File: config.mk
export PLATFORM = sky130hd
export DESIGN_NAME = prog_delay_line
export DESIGN_NICKNAME = d
export VERILOG_FILES = /design/src/rtl/prog_delay_line.sv
export SDC_FILE = /design/constraint.sdc
export NUM_CORES = 2
export LEC_CHECK = 0
export BUFFER_PORTS_ARGS = -buffer_cell sky130_fd_sc_hd__buf_4
export CAP_MARGIN = 20
export CORE_UTILIZATION = 63
export CTS_BUF_LIST = sky130_fd_sc_hd__clkbuf_16
export DETAILED_ROUTE_END_ITERATION = 10
export PLACE_DENSITY = 0.79
export SLEW_MARGIN = 20
export SYNTH_ARGS = -nofsm -noshare
export SYNTH_HDL_FRONTEND = slang
export SYNTH_SLANG_ARGS = --single-unit
File: constraint.sdc
create_clock -name clk -period 70 [get_ports clk]
set_input_delay 3.5 -clock clk [delete_from_list [all_inputs] [get_ports clk]]
set_output_delay 3.5 -clock clk [all_outputs]
set_load 0.01 [all_outputs]
File: src/rtl/prog_delay_line.sv
// Run-time programmable delay line with valid tagging, stall and flush.
// One MAX_DEPTH-stage chain; the output taps stage[cur_delay-1].
module prog_delay_line #(
    parameter  int WIDTH         = 8,
    parameter  int MAX_DEPTH     = 90,
    parameter  int DEFAULT_DELAY = 30,
    localparam int DW            = $clog2(MAX_DEPTH + 1)
) (
    input  logic             clk,
    input  logic             rst,
    input  logic             adv,
    input  logic             in_valid,
    input  logic [WIDTH-1:0] in_data,
    input  logic             flush,
    input  logic             cfg_load,
    input  logic [DW-1:0]    cfg_delay,
    output logic [WIDTH-1:0] out_data,
    output logic             out_valid,
    output logic [DW-1:0]    cur_delay,
    output logic             cfg_err
);

    logic [WIDTH-1:0]     data_q [MAX_DEPTH];
    logic [WIDTH-1:0]     data_d [MAX_DEPTH];
    logic [MAX_DEPTH-1:0] valid_q;
    logic [MAX_DEPTH-1:0] valid_d;
    logic [DW-1:0]        cur_delay_q;
    logic [DW-1:0]        cur_delay_d;
    logic                 cfg_err_q;
    logic                 cfg_err_d;
    logic                 cfg_ok;
    logic [DW-1:0]        tap_idx;

    assign cfg_ok = (cfg_delay != '0) && (cfg_delay <= DW'(MAX_DEPTH));

    // Chain next state: flush clears tags only and wins over advance.
    always_comb begin
        data_d  = data_q;
        valid_d = valid_q;
        if (flush) begin
            valid_d = '0;
        end else if (adv) begin
            valid_d   = {valid_q[MAX_DEPTH-2:0], in_valid};
            data_d[0] = in_data;
            for (int i = 1; i < MAX_DEPTH; i++) begin
                data_d[i] = data_q[i-1];
            end
        end
    end

    // Delay register: accept legal requests, flag illegal ones for one cycle.
    always_comb begin
        cur_delay_d = cur_delay_q;
        cfg_err_d   = 1'b0;
        if (cfg_load) begin
            if (cfg_ok) begin
                cur_delay_d = cfg_delay;
            end else begin
                cfg_err_d = 1'b1;
            end
        end
    end

    // State registers with asynchronous reset.
    always_ff @(posedge clk or posedge rst) begin
        if (rst) begin
            data_q      <= '{default: '0};
            valid_q     <= '0;
            cur_delay_q <= DW'(DEFAULT_DELAY);
            cfg_err_q   <= 1'b0;
        end else begin
            data_q      <= data_d;
            valid_q     <= valid_d;
            cur_delay_q <= cur_delay_d;
            cfg_err_q   <= cfg_err_d;
        end
    end

    // Tap is purely combinational from registered state, so the
    // shortest path from in_data is still one register deep.
    assign tap_idx   = cur_delay_q - DW'(1);
    assign out_data  = data_q[tap_idx];
    assign out_valid = valid_q[tap_idx];
    assign cur_delay = cur_delay_q;
    assign cfg_err   = cfg_err_q;

endmodule

==> metrics <==
status finished, final reports clean; achievable clock frequency 107 MHz; WS Path Type flip-flop to primary output; cells after synthesis 2445; clk slew on worst S/H paths 0.06 ns; CP max-delay cell ha_4; top cell type's share of synthesized area 54.7%; DR pass1 iterations 5; DRC Markers 0; part of the Yosys area used for sequential elements 54.9%; Post-synth top flop dfrtp_1; ant diodes 0; Reg power frac 47.2%; Final Hold Fails 0; clock buffer count from CTS 83; flops & latches, synth 818; syn nets 2467; Stages on worst setup path 10; kind of end point of the critical path primary output; crit-path cells clkinv_1 -> ha_4 -> buf_4 -> buf_4 -> mux4_2 -> mux2i_1 -> a32oi_1 -> nand4_1 -> nand3_1 -> buf_4; GPL Wtd Cong 0.790; Util after Layout 70.1%; final setup fails 0; clock latency on the worst-skew pair 0.63 ns; sum of buffers and inverters on the critical path 4; Root Buffer clkbuf_16; Hold WS 0.511 ns; post-route ant nets 0; Crit path top cell by count buf_4; IO Port Bufs 37; die area 60100 µm²; area delta synth->final 9.09%; core area 58000 µm²; initial core utilization 64.2%; io pins 38; largest net degree at the start of global routing 224; 1st-iter DRT viols 1551; vias 20652; fraction of registers with async set/reset 100%; crit share post-route 13.4%; clk buf depth 3; Psw 308 µW; Worst-Margin Slew 1.09 ns; Synth area leaders dfrtp_1, mux2_2, mux4_2; cell taking the most area after synthesis dfrtp_1; Slew Limit Fails 0; worst min path class flip-flop to flip-flop; Tmin final 9.36 ns; commonest cells in the netlist dfrtp_1, mux2_2, mux4_2, mux2i_1, nor2_1; Sink Count 818; dpl cells 3100; Comb pwr share 16.3%; Setup Skew 0.0141 ns; power share of the clock group 36.5%; worst endpoint required time 66.50 ns; Post-CTS Resized 0; Post-Route WL 72.0 mm; YS warnings 0; RSZ-0062 raised after global routing no; arrival time at the worst endpoint 5.86 ns; height of the chip 245 µm; GRT Total Usage 25.3%; Synth cell types 53; Worst Setup Start Kind flip-flop; number of global-route vias before repair 21913; die width 245 µm; HPWL after DPL 43.0 mm; Largest stage delay, worst path 0.92 ns; Cell Pwr Density 27.9 nW/µm²; Internal 826 µW; layout net count 2443; Post-Synthesis Cell Area 37300 µm²; count leader, synth dfrtp_1; routed len/inst 22.1 µm; post-CTS setup buffer count 0; FP Rows 88; Crit path max-delay family buffers and inverters; P_leak 0.0193 µW; CTS tree built; global-route wire length before repair 120 mm; max cap viols 0; share of cells above drive strength 1 45.1%; sw frac 27.2%; Min-Delay Path Depth 1; Layout Cells excl Fill 3253; Fin Setup TNS 0 ns; gr ovfl total 0; Worst VDD drop 21.1 µV; H-tree depth 3; EDFF count, synth 0; mean post-synth cell area 15.2 µm²; initial antenna violation count 1; crit-path max FO 55; R2R cell count 1; Post-CTS Hold Buffers 0; vias per cell 6.35; Slew headroom 27.4%
stage by stage:
stage	cell area, µm²	setup slack, ns	total power (µW)
floorplan	37300	43.53	674
global placement	38100	61.27	722
detailed placement	38100	61.22	729
CTS	40600	60.56	1150
global route	40700	60.38	1180
finish	40700	60.64	1130
sequential cells by signal, indices dropped and copies added, names as in the netlist:
signal and count:
data_q 720, cfg_err 1, valid_q 90, cur_delay 7
final timing paths:
path	from	end	slack [ns]
setup / recovery	cur_delay[0]	out_valid	60.64
hold / removal	data_q[2]	data_q[2]	0.51
min in group asynchronous	rst	data_q[138]	2.97
setup reg to reg	cur_delay[3]	cur_delay[3]	68.90
hold reg to reg	data_q[2]	data_q[2]	0.51
max in group asynchronous	rst	data_q[518]	64.24
kinds of logic (layout without fill, tap and decap cells):
logic type | after synthesis | after routing | synth area share [%]
buf+inv | 181 | 224 | 2.12
flops | 818 | 818 | 54.9
mux | 1072 | 1072 | 37.9
simple gates | 290 | 290 | 3.43
compound gates | 78 | 78 | 1.48
fa+ha+maj | 1 | 1 | 0.0336
xor+xnor | 5 | 5 | 0.118
power groups by stage:
stage / combinational, µW / sequential, µW / clock, µW
after floorplan: 141 / 533 / 0
after CTS: 187 / 535 / 424
after detailed placement: 186 / 543 / 0
after global routing: 198 / 540 / 441
after global placement: 183 / 539 / 0
final: 185 / 535 / 414
area by class of cell:
| type | count | area [µm²] |
|---|---|---|
| Timing Repair Buffer | 67 | 593 |
| Clock buffer | 84 | 2100 |
| Fill cell | 3711 | 17400 |
| Clock inverter | 68 | 423 |
| Sequential cell | 818 | 20500 |
| Inverter | 5 | 31.3 |
| Multi-Input combinational cell | 1446 | 16100 |
| Tap cell | 765 | 957 |
metal layers:
metal  global-route usage [%]  wire, µm  up-vias
li1                         -         -     9071
met1                     35.9     31500    11019
met2                     39.9     34900      414
met3                     4.36      3230      146
met4                     8.47      2350        2
met5                        0        10        -
placed cells by master (no fill, tap or decap), drive strengths merged, types with 4 or more instances in the layout:
| cell | synthesis | routed |
|---|---|---|
| clkinv | 1 | 36 |
| nand4 | 9 | 9 |
| o2111ai | 8 | 8 |
| nor2 | 97 | 97 |
| buf | 91 | 67 |
| bufinv | 0 | 4 |
| nand3 | 63 | 63 |
| o22ai | 18 | 18 |
| a21oi | 4 | 4 |
| mux2 | 727 | 727 |
| inv | 4 | 31 |
| dfstp | 4 | 4 |
| nor2b | 5 | 5 |
| mux2i | 147 | 147 |
| clkbuf | 85 | 84 |
| o211ai | 8 | 8 |
| nor3 | 4 | 4 |
| a32oi | 10 | 10 |
| dfrtp | 814 | 814 |
| o21ai | 17 | 17 |
| nand2 | 91 | 91 |
| mux4 | 198 | 198 |
Power figures use the tool's default switching activity.
